[src/rtl/ppu_vram_arbiter_pkg.sv]
// Shared PPU constants: requester indices and VRAM address-space layout.
package ppu_pkg;

    localparam int REQ_COLOR = 0;
    localparam int REQ_TILE  = 1;
    localparam int REQ_CPU   = 2;

    localparam logic [15:0] PPU_ADDR_MASK = 16'h3FFF;
    localparam logic [7:0]  PALETTE_PAGE  = 8'h3F;

endpackage

[src/rtl/ppu_vram_arbiter_rr_pick.sv]
// Combinational round-robin picker: first eligible index after last_i, wrapping.
module ppu_rr_pick #(
    parameter int N  = 3,
    parameter int IW = 2
) (
    input  logic [N-1:0]  eligible_i,
    input  logic [IW-1:0] last_i,
    output logic [N-1:0]  pick_o,
    output logic [IW-1:0] idx_o,
    output logic          valid_o
);

    logic [IW-1:0] cand;

    always_comb begin
        pick_o  = '0;
        idx_o   = '0;
        valid_o = 1'b0;
        cand    = '0;
        // Walk outward from the last winner; the nearest eligible index wins.
        for (int k = 1; k <= N; k++) begin
            cand = IW'((int'(last_i) + k) % N);
            if (!valid_o && eligible_i[cand]) begin
                valid_o      = 1'b1;
                idx_o        = cand;
                pick_o[cand] = 1'b1;
            end
        end
    end

endmodule

[src/rtl/ppu_vram_arbiter.sv]
// Round-robin arbiter for the single PPU VRAM port: registered issue, address
// mirroring, CPU blocking during rendering, and tagged read return.
module ppu_vram_arbiter
    import ppu_pkg::*;
#(
    parameter int N_REQ   = 3,
    parameter int AW      = 16,
    parameter int DW      = 8,
    parameter int RD_LAT  = 1,
    parameter int CPU_IDX = REQ_CPU
) (
    input  logic                clk_i,
    input  logic                rst_i,
    input  logic                render_active_i,
    input  logic [N_REQ-1:0]    req_i,
    input  logic [N_REQ-1:0]    req_we_i,
    input  logic [N_REQ*AW-1:0] req_addr_i,
    input  logic [N_REQ*DW-1:0] req_wdata_i,
    output logic [N_REQ-1:0]    gnt_o,
    output logic [N_REQ-1:0]    rvalid_o,
    output logic [DW-1:0]       rdata_o,
    output logic                mem_en_o,
    output logic                mem_we_o,
    output logic [AW-1:0]       mem_addr_o,
    output logic [DW-1:0]       mem_wdata_o,
    input  logic [DW-1:0]       mem_rdata_i,
    output logic                busy_o
);

    localparam int IW = (N_REQ > 1) ? $clog2(N_REQ) : 1;

    function automatic logic [AW-1:0] mirror_addr(input logic [AW-1:0] addr);
        logic [AW-1:0] a;
        a = addr & AW'(PPU_ADDR_MASK);
        // Palette page repeats every 32 bytes; sprite colour 0 aliases background.
        if (a[13:8] == PALETTE_PAGE[5:0]) begin
            a = AW'({PALETTE_PAGE, 3'b000, a[4:0]});
            if (a[4] && (a[1:0] == 2'b00)) a[4] = 1'b0;
        end
        return a;
    endfunction

    logic [N_REQ-1:0]  cpu_block;
    logic [N_REQ-1:0]  eligible;
    logic [N_REQ-1:0]  pick;
    logic [IW-1:0]     pick_idx;
    logic              pick_vld;

    logic [N_REQ-1:0]  gnt_q, gnt_d;
    logic [IW-1:0]     ptr_q, ptr_d;
    logic              mem_en_q, mem_en_d;
    logic              mem_we_q, mem_we_d;
    logic [AW-1:0]     mem_addr_q, mem_addr_d;
    logic [DW-1:0]     mem_wdata_q, mem_wdata_d;

    logic [RD_LAT-1:0] tag_vld_q;
    logic [IW-1:0]     tag_idx_q [RD_LAT];

    always_comb begin
        cpu_block          = '0;
        cpu_block[CPU_IDX] = render_active_i;
    end

    // Masking last cycle's grant stops a requester being issued twice for one request.
    assign eligible = req_i & ~gnt_q & ~cpu_block;

    ppu_rr_pick #(
        .N  (N_REQ),
        .IW (IW)
    ) u_pick (
        .eligible_i (eligible),
        .last_i     (ptr_q),
        .pick_o     (pick),
        .idx_o      (pick_idx),
        .valid_o    (pick_vld)
    );

    always_comb begin
        gnt_d       = pick;
        mem_en_d    = pick_vld;
        ptr_d       = ptr_q;
        mem_we_d    = 1'b0;
        mem_addr_d  = '0;
        mem_wdata_d = '0;
        if (pick_vld) begin
            ptr_d       = pick_idx;
            mem_we_d    = req_we_i[pick_idx];
            mem_addr_d  = mirror_addr(req_addr_i[pick_idx*AW +: AW]);
            mem_wdata_d = req_wdata_i[pick_idx*DW +: DW];
        end
    end

    always_ff @(posedge clk_i) begin
        if (rst_i) begin
            gnt_q       <= '0;
            ptr_q       <= '0;
            mem_en_q    <= 1'b0;
            mem_we_q    <= 1'b0;
            mem_addr_q  <= '0;
            mem_wdata_q <= '0;
        end else begin
            gnt_q       <= gnt_d;
            ptr_q       <= ptr_d;
            mem_en_q    <= mem_en_d;
            mem_we_q    <= mem_we_d;
            mem_addr_q  <= mem_addr_d;
            mem_wdata_q <= mem_wdata_d;
        end
    end

    // ptr_q names the requester behind the access currently on the memory port.
    always_ff @(posedge clk_i) begin
        if (rst_i) begin
            tag_vld_q <= '0;
            for (int k = 0; k < RD_LAT; k++) tag_idx_q[k] <= '0;
        end else begin
            tag_vld_q[0] <= mem_en_q & ~mem_we_q;
            tag_idx_q[0] <= ptr_q;
            for (int k = 1; k < RD_LAT; k++) begin
                tag_vld_q[k] <= tag_vld_q[k-1];
                tag_idx_q[k] <= tag_idx_q[k-1];
            end
        end
    end

    always_comb begin
        rvalid_o = '0;
        rdata_o  = '0;
        if (tag_vld_q[RD_LAT-1]) begin
            rvalid_o[tag_idx_q[RD_LAT-1]] = 1'b1;
            rdata_o                       = mem_rdata_i;
        end
    end

    assign gnt_o       = gnt_q;
    assign mem_en_o    = mem_en_q;
    assign mem_we_o    = mem_we_q;
    assign mem_addr_o  = mem_addr_q;
    assign mem_wdata_o = mem_wdata_q;
    assign busy_o      = (|req_i) | (|tag_vld_q) | mem_en_q;

endmodule
[config.mk]
export PLATFORM = sky130hd
export DESIGN_NAME = ppu_vram_arbiter
export DESIGN_NICKNAME = d
export VERILOG_FILES = /design/src/rtl/ppu_vram_arbiter_pkg.sv /design/src/rtl/ppu_vram_arbiter_rr_pick.sv /design/src/rtl/ppu_vram_arbiter.sv
export SDC_FILE = /design/constraint.sdc
export NUM_CORES = 1
export LEC_CHECK = 0
export ABC_CLOCK_PERIOD_IN_PS = 4000
export CORE_MARGIN = 1
export CORE_UTILIZATION = 38
export DETAILED_ROUTE_END_ITERATION = 10
export PLACE_DENSITY_LB_ADDON = 0.25
export SLEW_MARGIN = 30
export SYNTH_ARGS = -nofsm -noshare
export SYNTH_HDL_FRONTEND = slang
export SYNTH_SLANG_ARGS = --single-unit
[constraint.sdc]
create_clock -name clk_i -period 4 [get_ports clk_i]
set_input_delay 0.6 -clock clk_i [delete_from_list [all_inputs] [get_ports clk_i]]
set_output_delay 0.6 -clock clk_i [all_outputs]
set_load 0.005 [all_outputs]
Yosys cells after proc, flatten, opt, wreduce, memory -nomap -nowiden

Memory sizes are Yosys's and may differ from the RTL's.
Index checks and enable logic that the tools add are counted.

Register bits: 32
Bits in latches: 0
Memory bits (writable): 2
ROM bits: 0
Input port bits: 89
Output and inout bits: 41
Word-level logic and storage cells: 86
Memories kept: 1

Memories:

| memory    | words | bits a word | read ports | clocked after Yosys merged registers in | write ports | RTL line               | text |
|---|---|---|---|---|---|---|---|
| tag_idx_q | 1     | 2           | 1          | 0                                       | 1           | ppu_vram_arbiter.sv:57 | `logic [IW-1:0] tag_idx_q [RD_LAT];` |

$add $sub $neg: 3
Multipliers: 0
Div/mod/pow operators: 3
Magnitude comparators: 9
Equal/unequal tests: 1
Shift-type cells: 2
Mux-type cells: 34
Bitwise gates (word level): 11
Reductions and logical operators: 14

Operator list:

| operator                                                               | number |
|---|---|
| 32-bit by 3-bit modulo with 32-bit output (second input constant)      | 3 |
| 48-bit by 7-bit variable part select with 14-bit output                | 1 |
| 24-bit by 6-bit variable part select with 8-bit output                 | 1 |
| 1-bit two-way mux                                                      | 16 |
| 2-bit by 3-bit < comparator with 1-bit output (second input constant)  | 5 |
| 14-bit two-way mux                                                     | 1 |
| 3-bit two-way mux                                                      | 4 |
| 1-bit binary-select mux with 2-bit select                              | 4 |
| 1-bit demux with 2-bit select                                          | 4 |
| 2-bit by 1-bit >= comparator with 1-bit output (second input constant) | 4 |
| 2-bit two-way mux                                                      | 4 |
| 8-bit two-way mux                                                      | 1 |
| 1-bit logical AND                                                      | 7 |
| 2-bit by 2-bit adder with 3-bit output (second input constant)         | 2 |
| 3-bit bitwise AND                                                      | 2 |
| 6-bit equality test (second input constant)                            | 1 |
| 3-bit NOT                                                              | 2 |
| 3-bit OR                                                               | 2 |
| 3-bit OR reduction                                                     | 2 |
| 2-bit OR reduction                                                     | 2 |
| 2-bit by 1-bit adder with 3-bit output (second input constant)         | 1 |
| 1-bit logical NOT                                                      | 2 |
| 2-bit logical NOT                                                      | 1 |
| 1-bit NOT                                                              | 2 |
| other kinds (2)                                                        | 3 |

Longest topological paths before layout

Gate-level depths: netlist of the first run.

Word-level depth: 17
Depth in mapped cells: 11
Gate-level depth less buffers: 9

Cells and area by module

A second synthesis of the first run with hierarchy kept.

Cell total of the unflattened synthesis: 206
Area total of the unflattened synthesis: 1796.7 sq um

By module, submodules not included:

| module           | times used | cells each | area an instance (sq um) | sequential area each (sq um) |
|---|---|---|---|---|
| ppu_vram_arbiter | 1          | 165        | 1498.9                   | 640.6 |
| ppu_rr_pick      | 1          | 41         | 297.8                    | 0.0 |

Worst setup path before layout of the first run

No wires, ideal clock.

Kind: register to register
Start point: register ptr_q[0]
End point: register mem_addr_q[5] (netlist: mem_addr_o[5])
Setup time: 0.137 ns
Arrival: 2.466 ns
Data required time: 3.863 ns
Setup slack: 1.396 ns
Cell stages (with the launch flop): 11
Buffers on the path: 1
Period minus slack after synthesis: 2.604 ns
Cells stage by stage: dfxtp_1 inv_1 ha_1 nand3_1 nand3_1 or3_1 buf_6 mux2i_1 a2111o_1 nor4_4 a2111oi_1

Word-level cells in the longest chain between the ends: 14
Elaborated cells on any way between the ends: 26
Classes of those cells: add/sub: 3; div: 3; eq/ne: 1; shift: 1; mux: 12; bitwise: 1; reduce/logical: 5

Ends and longest elaborated chain:

| element                                                 | RTL line                       | text |
|---|---|---|
| from (decl)                                             | ppu_vram_arbiter.sv:50         | `logic [IW-1:0] ptr_q, ptr_d;` |
| from (signal assigned)                                  | ppu_vram_arbiter.sv:103        | `ptr_q <= ptr_d;` |
| 2-bit by 1-bit adder with 3-bit output                  | ppu_vram_arbiter_rr_pick.sv:22 | `cand = IW'((int'(last_i) + k) % N);` |
| 32-bit by 3-bit modulo with 32-bit output               | ppu_vram_arbiter_rr_pick.sv:22 |  |
| 1-bit binary-select mux with 2-bit select               | ppu_vram_arbiter_rr_pick.sv:23 | `if (!valid_o && eligible_i[cand]) begin` |
| 1-bit two-way mux (implied by the code)                 | ppu_vram_arbiter_rr_pick.sv:23 |  |
| 1-bit two-way mux                                       | ppu_vram_arbiter_rr_pick.sv:23 |  |
| 1-bit logical NOT                                       | ppu_vram_arbiter_rr_pick.sv:23 |  |
| 1-bit logical AND                                       | ppu_vram_arbiter_rr_pick.sv:23 |  |
| 1-bit two-way mux                                       | ppu_vram_arbiter_rr_pick.sv:23 |  |
| 1-bit logical NOT                                       | ppu_vram_arbiter_rr_pick.sv:23 |  |
| 1-bit logical AND                                       | ppu_vram_arbiter_rr_pick.sv:23 |  |
| 2-bit two-way mux                                       | ppu_vram_arbiter_rr_pick.sv:23 |  |
| 48-bit by 7-bit variable part select with 14-bit output | ppu_vram_arbiter.sv:88         | `mem_addr_d = mirror_addr(req_addr_i[pick_idx*AW +: AW]);` |
| 6-bit equality test                                     | ppu_vram_arbiter.sv:36         | `if (a[13:8] == PALETTE_PAGE[5:0]) begin` |
| 3-bit OR reduction (no line)                            | -                              |  |
| to (signal assigned)                                    | ppu_vram_arbiter.sv:106        | `mem_addr_q <= mem_addr_d;` |
| to (decl)                                               | ppu_vram_arbiter.sv:53         | `logic [AW-1:0] mem_addr_q, mem_addr_d;` |

Several ways; a longest one is shown, not always the timed one. The select of a mux whose other input is x is not followed.
A chain may end at the register's enable or synchronous reset.

Final worst setup path of the first run

Start point: register ptr_q[0]
End point: register mem_addr_q[6] (netlist: mem_addr_o[6])

Same word-level chain as after synthesis.

==> results of run 1 <==
[cell type report]
cell class                 instances  area (um2)  area share, %
sequential                        32         641           20.2
clock buffer                       5        68.8           2.17
inverter                           4        15.0          0.474
timing repair buffer             125        1240           39.2
tap                               67        83.8           2.65
multi-input combinational        178        1110           35.2
[per-stage QoR]
stage	hold slack, ns	instances	total power [mW]	utilization (%)
after floorplan	0.421	233	0.669	-
after global placement	0.431	406	0.892	65.5
after detailed placement	0.427	406	0.898	65.5
after CTS	0.444	411	1.12	67.0
after global routing	0.467	411	1.19	67.0
final	0.437	411	1.11	67.0
[flip-flops by register name, summed over array words and instances (netlist names)]
signal       flops
gnt_o            3
mem_addr_o      14
mem_en_o         1
mem_wdata_o      8
mem_we_o         1
ptr_q            2
tag_idx_q        2
tag_vld_q        1
[final timing paths]
path | to | slack, ns | cells past startpoint | startpoint
hold reg to reg | tag_vld_q | 0.44 | 1 | mem_we_o
hold / removal | tag_vld_q | 0.44 | 1 | mem_we_o
setup reg to reg | mem_addr_o[6] | 0.83 | 9 | ptr_q[0]
setup / recovery | mem_addr_o[6] | 0.83 | 9 | ptr_q[0]
[worst max-delay path: cells and delay by family, from the launching register on]
family / cells / cell delay (ns)
AOI/OAI and AO/OA: 4 / 1.29
buffers and inverters: 1 / 0.10
adders and majority gates: 1 / 0.51
DFF: 1 / 0.35
and+or+nand+nor: 3 / 0.76
[power breakdown]
| part | switching, mW | internal (mW) |
|---|---|---|
| Combinational | 0.229 | 0.271 |
| Clock | 0.107 | 0.112 |
| Sequential | 0.0193 | 0.371 |
| Total | 0.355 | 0.754 |
[cells in the final DEF, fill, tap and decap left out, drive strengths merged, types with 5 or more instances in the layout]
cell / count
clkdlybuf4s50: 121
nand2: 37
nor2: 36
dfxtp: 32
a311oi: 13
and2: 9
a21oi: 8
nor3: 7
o21ai: 5
clkbuf: 5
a211oi: 5
[Yosys cell counts, drive strengths merged (2+ instances only)]
| cell type | instances | area [um2] |
|---|---|---|
| o21ai | 5 | 25.0 |
| a21o | 2 | 15.0 |
| and2 | 9 | 56.3 |
| a311oi | 13 | 114 |
| dfxtp | 32 | 641 |
| nor2 | 36 | 135 |
| clkbuf | 5 | 18.8 |
| nor3 | 7 | 45.0 |
| or3 | 2 | 12.5 |
| a21oi | 8 | 47.6 |
| a31o | 2 | 17.5 |
| a222oi | 3 | 30.0 |
| nand3 | 3 | 15.0 |
| o31ai | 3 | 22.5 |
| ha | 4 | 50.1 |
| o21a | 2 | 15.0 |
| a211oi | 5 | 50.1 |
| buf | 14 | 91.3 |
| inv | 4 | 15.0 |
| o31a | 2 | 17.5 |
| nand2 | 37 | 139 |
| mux2i | 4 | 40.0 |
| nor2b | 3 | 18.8 |
| nand2b | 4 | 25.0 |
| nor3b | 4 | 35.0 |
| a2111oi | 3 | 35.0 |
[per-layer routing]
layer	routed length (um)	global-route usage [%]
met5	0	0
met4	150	7.84
met3	536	9.86
met2	2570	34.5
met1	2120	23.8
[cell families (layout without fill, tap and decap cells)]
group                      after synthesis  after routing  share of synthesized area (%)
AOI/OAI and AO/OA                       55             55                           24.2
adders and majority gates                5              5                           3.27
buffers and inverters                   23            134                           6.67
DFF                                     32             32                           34.1
muxes                                    4              4                           2.13
other                                    1              2                          0.200
and+or+nand+nor                        112            112                           29.4
==> flow_metrics.env, run 1 <==
export IMPL_port_buffers=121
export IMPL_fin_area_mm2=0.00316
export IMPL_crit_path_cell_trace="inv_1 > ha_1 > nor2b_1 > a21oi_2 > a21o_1 > nor2_1 > a2111o_1 > nor4_4 > a2111oi_1"
export IMPL_cp_end_kind="flop"
export IMPL_initial_utilization_pct=39.7
export IMPL_cts_sinks=32
export IMPL_areaGrowthSynthToFinish_pct=68.6
export IMPL_post_cts_resized=0
export IMPL_critPathKind="flop to flop"
export IMPL_die_x_um=72.3
export IMPL_worstHoldPathType="flop to flop"
export IMPL_vias=2088
export IMPL_finalHoldViolCount=0
export IMPL_synth_cells=232
export IMPL_die_h_um=72.3
export IMPL_clock_latency_ns=0.28
export IMPL_post_cts_buffers=0
export IMPL_cts_htree_levels=2
export IMPL_num_antenna_cells=0
export IMPL_rows=25
export IMPL_setup_tns_ns=0
export IMPL_design_core_area_mm2=0.00472
export IMPL_async_reset_ff_share_pct=0
export IMPL_avgSynthCellArea_um2=8.09
export IMPL_grt_overflow_total=0
export IMPL_ios=130
export IMPL_critPathSlowestCell="a21o_1"
export IMPL_nets=439
export IMPL_yosys_warnings=0
export IMPL_power_per_cell_area_mw_per_mm2=350
export IMPL_synth_seq_cells=32
export IMPL_placed_cell_area_mm2=0.00310
export IMPL_die_area_mm2=0.00522
export IMPL_drc_errors=0
export IMPL_fin_crit_sh_pct=79.2
export IMPL_finClkSkew_ns=0.00957
export IMPL_crit_path_max_fanout=19
export IMPL_synth_edf_count=0
export IMPL_grt_pass1_vias=1802
export IMPL_peakVddDrop_uv=201
export IMPL_grt_use_total_pct=21.0
export IMPL_cap_violations=0
export IMPL_ant_nets=0
export IMPL_grt_max_degree=30
export IMPL_via_per_inst=5.08
export IMPL_rsz0062_at_grt="false"
export IMPL_hpwl_um=4140
export IMPL_synth_cell_types=50
export IMPL_timing_final_ws_setup_ns=0.832
export IMPL_slew_headroom_pct=61.2
export IMPL_drive_gt1_share_pct=6.40
export IMPL_drt_pass1_iterations=4
export IMPL_fmax_ghz=0.316
export IMPL_cts_tree="yes"
export IMPL_clk_pin_slew_worst_paths_ns=0.06
export IMPL_worstMarginPinSlew_ns=0.583
export IMPL_synth_ff_type="dfxtp_1"
export IMPL_slew_viol_final=0
export IMPL_grt_pass1_wl_um=8490
export IMPL_cts_buffers=5
export IMPL_fill_cells=396
export IMPL_globalplace_congestion=0.833
export IMPL_wire_per_inst_um=13.1
export IMPL_layout_min_cycle_time_ns=3.17
export IMPL_cts_buffer_depth=2
export IMPL_wirelength_um=5370
export IMPL_syn_area_mm2=0.00188
export IMPL_root_buffer="clkbuf_8"
export IMPL_cp_slowest_stage_delay_ns=0.52
export IMPL_drt_iter0_markers=76
export IMPL_cts_hold_buf=0
export IMPL_crit_required_ns=4.14
export IMPL_cp_arrival_ns=3.30
export IMPL_dp_slack_ns=0.678
export IMPL_p_leak_nw=1.21
export IMPL_ys_seq_area_share_pct=34.1
export IMPL_cp_start_kind="flop"
export IMPL_antenna_found_initial=0
export IMPL_setup_viol=0
export IMPL_status="completed"
(Power assumes the default switching activity.)
==> run 2: changes to the inputs <==
--- a/config.mk
+++ b/config.mk
@@ -5,9 +5,9 @@
 export SDC_FILE = /design/constraint.sdc
 export NUM_CORES = 1
 export LEC_CHECK = 0
-export ABC_CLOCK_PERIOD_IN_PS = 4000
+export ABC_CLOCK_PERIOD_IN_PS = 2600
 export CORE_MARGIN = 1
-export CORE_UTILIZATION = 38
+export CORE_UTILIZATION = 32
 export DETAILED_ROUTE_END_ITERATION = 10
 export PLACE_DENSITY_LB_ADDON = 0.25
 export SLEW_MARGIN = 30
==> constraint.sdc (replaced) <==
create_clock -name clk_i -period 2.6 [get_ports clk_i]
set_input_delay 0.39 -clock clk_i [delete_from_list [all_inputs] [get_ports clk_i]]
set_output_delay 0.39 -clock clk_i [all_outputs]
set_load 0.005 [all_outputs]
==> run 2 against run 1 <==
Power rose by 85%. Via count rose by 9.5%. Sequential share of layout area fell by 2.5 points. Critical endpoint is now mem_addr_o[7]. Clock power rose by 110%. Design area rose by 15%. Highest routed layer unchanged.
==> flow_metrics.env, run 2 (synthesized netlist as in run 1, its figures left out) <==
export IMPL_p_leak_nw=1.45
export IMPL_cts_tree="yes"
export IMPL_grt_overflow_total=0
export IMPL_r2r_end="mem_addr_o[7]"
export IMPL_cts_hold_buf=0
export IMPL_clk_pin_slew_worst_paths_ns=0.07
export IMPL_holdPathStages=1
export IMPL_slew_viol_final=0
export IMPL_placed_cell_area_mm2=0.00344
export IMPL_layout_min_cycle_time_ns=2.51
export IMPL_fin_crit_sh_pct=96.6
export IMPL_port_buffers=121
export IMPL_areaGrowthSynthToFinish_pct=94.4
export IMPL_layout_commonest_cell="clkdlybuf4s50_1"
export IMPL_via_per_inst=4.96
export IMPL_crit_required_ns=2.74
export IMPL_nets=481
export IMPL_wire_per_inst_um=13.2
export IMPL_initial_utilization_pct=33.7
export IMPL_ant_nets=0
export IMPL_power_per_cell_area_mw_per_mm2=563
export IMPL_hpwl_um=4680
export IMPL_cp_end_kind="flop"
export IMPL_clock_latency_ns=0.27
export IMPL_root_buffer="clkbuf_8"
export IMPL_fin_area_mm2=0.00365
export IMPL_drive_gt1_share_pct=20.8
export IMPL_cts_htree_levels=2
export IMPL_wirelength_um=6090
export IMPL_layout_common_cells="clkdlybuf4s50_1, buf_4, nand2_1"
export IMPL_die_x_um=78.6
export IMPL_crit_path_max_fanout=4
export IMPL_r2r_cells=10
export IMPL_grt_pass1_vias=2078
export IMPL_globalplace_congestion=0.899
export IMPL_worstHoldPathType="flop to flop"
export IMPL_vias=2287
export IMPL_setup_viol=0
export IMPL_drt_pass1_iterations=4
export IMPL_endpoint="mem_addr_o[7]"
export IMPL_reg2reg_from="ptr_q[1]"
export IMPL_die_h_um=78.6
export IMPL_fill_cells=477
export IMPL_design_core_area_mm2=0.00557
export IMPL_ios=130
export IMPL_cap_violations=0
export IMPL_cp_start_kind="primary input"
export IMPL_grt_use_total_pct=19.6
export IMPL_num_antenna_cells=0
export IMPL_cts_sinks=32
export IMPL_antenna_found_initial=0
export IMPL_status="completed"
export IMPL_whs_ns=0.420
export IMPL_setup_tns_ns=0
export IMPL_largest_reg_flops=14
export IMPL_cp_arrival_ns=2.65
export IMPL_rows=27
export IMPL_grt_pass1_wl_um=9520
export IMPL_cts_buffer_depth=2
export IMPL_drc_errors=0
export IMPL_regArea_um2=648
export IMPL_worstSetupStartpoint="render_active_i"
export IMPL_die_area_mm2=0.00618
export IMPL_multiInputGateArea_mm2=0.00118
export IMPL_finClkSkew_ns=0.00360
export IMPL_power_mw=2.05
export IMPL_cts_buffers=5
export IMPL_drt_iter0_markers=83
export IMPL_r2r_slack_ns=0.10
export IMPL_finalHoldViolCount=0
export IMPL_peakVddDrop_uv=476
export IMPL_critPathKind="primary input to flop"
export IMPL_fmax_ghz=0.398
export IMPL_grt_max_degree=39
-- run 2: cell types whose count changed in the layout (fill, tap and decap cells not counted), sizes merged --
cell	change
clkbuf	+1
bufinv	+1
buf	+42
clkinv	+1
-- run 2: area by class of cell --
| type | instances | share of cell area, % |
|---|---|---|
| clock buffer | 6 | 1.99 |
| multi-input combinational | 178 | 32.4 |
| inverter | 4 | 0.412 |
| clock inverter | 2 | 0.960 |
| timing repair buffer | 167 | 44.0 |
| sequential | 32 | 17.8 |
| tap | 72 | 2.47 |
-- run 2: worst min-delay path by stage --
| stage | startpoint | slack, ns | to |
|---|---|---|---|
| 2_1_floorplan | mem_we_o | 0.42 | tag_vld_q |
| 3_3_place_gp | mem_we_o | 0.41 | tag_vld_q |
| 3_5_place_dp | mem_we_o | 0.41 | tag_vld_q |
| 4_1_cts | mem_we_o | 0.42 | tag_vld_q |
| 5_1_grt | mem_we_o | 0.43 | tag_vld_q |
| 6_report | mem_we_o | 0.42 | tag_vld_q |
-- run 2: power breakdown --
| part | switching [mW] | internal (mW) | leakage (nW) | total (mW) |
|---|---|---|---|---|
| Sequential | 0.0348 | 0.572 | 0.265 | 0.607 |
| Clock | 0.177 | 0.284 | 0.0552 | 0.461 |
| Combinational | 0.405 | 0.582 | 1.13 | 0.986 |
| Total | 0.617 | 1.44 | 1.45 | 2.05 |
-- run 2: metal layers --
layer,track usage [%],wire length [um],vias up
met3,5.70,499,4
met5,0,0,-
met4,4.26,48,0
met1,22.9,2590,1051
li1,-,-,1133
met2,35.1,2950,99
-- run 2: metrics by stage --
step / setup slack [ns] / cells / util, %
final: 0.0879 / 461 / 65.5
after global routing: -0.0391 / 461 / 65.5
after CTS: 0.0121 / 455 / 63.6
after detailed placement: -0.230 / 447 / 61.7
after global placement: -0.210 / 447 / 61.7
after floorplan: 0.0314 / 233 / -
-- run 2: critical path, cell delays in order --
cell,delay [ns]
clkdlybuf4s50_1,0.48
nand4bb_1,0.16
nand3_2,0.11
or3_4,0.41
mux2i_2,0.16
a2111o_1,0.45
nor4_4,0.25
buf_4,0.18
a2111oi_2,0.05
-- run 2: what timing repair did --
| item | 4_1_cts | 5_1_grt |
|---|---|---|
| pin swaps | 1 | 9 |
| gates cloned | 0 | 0 |
| gates resized for setup | 0 | 17 |
| buffers inserted | 0 | 6 |
| endpoints found under the setup margin | 4 | 14 |
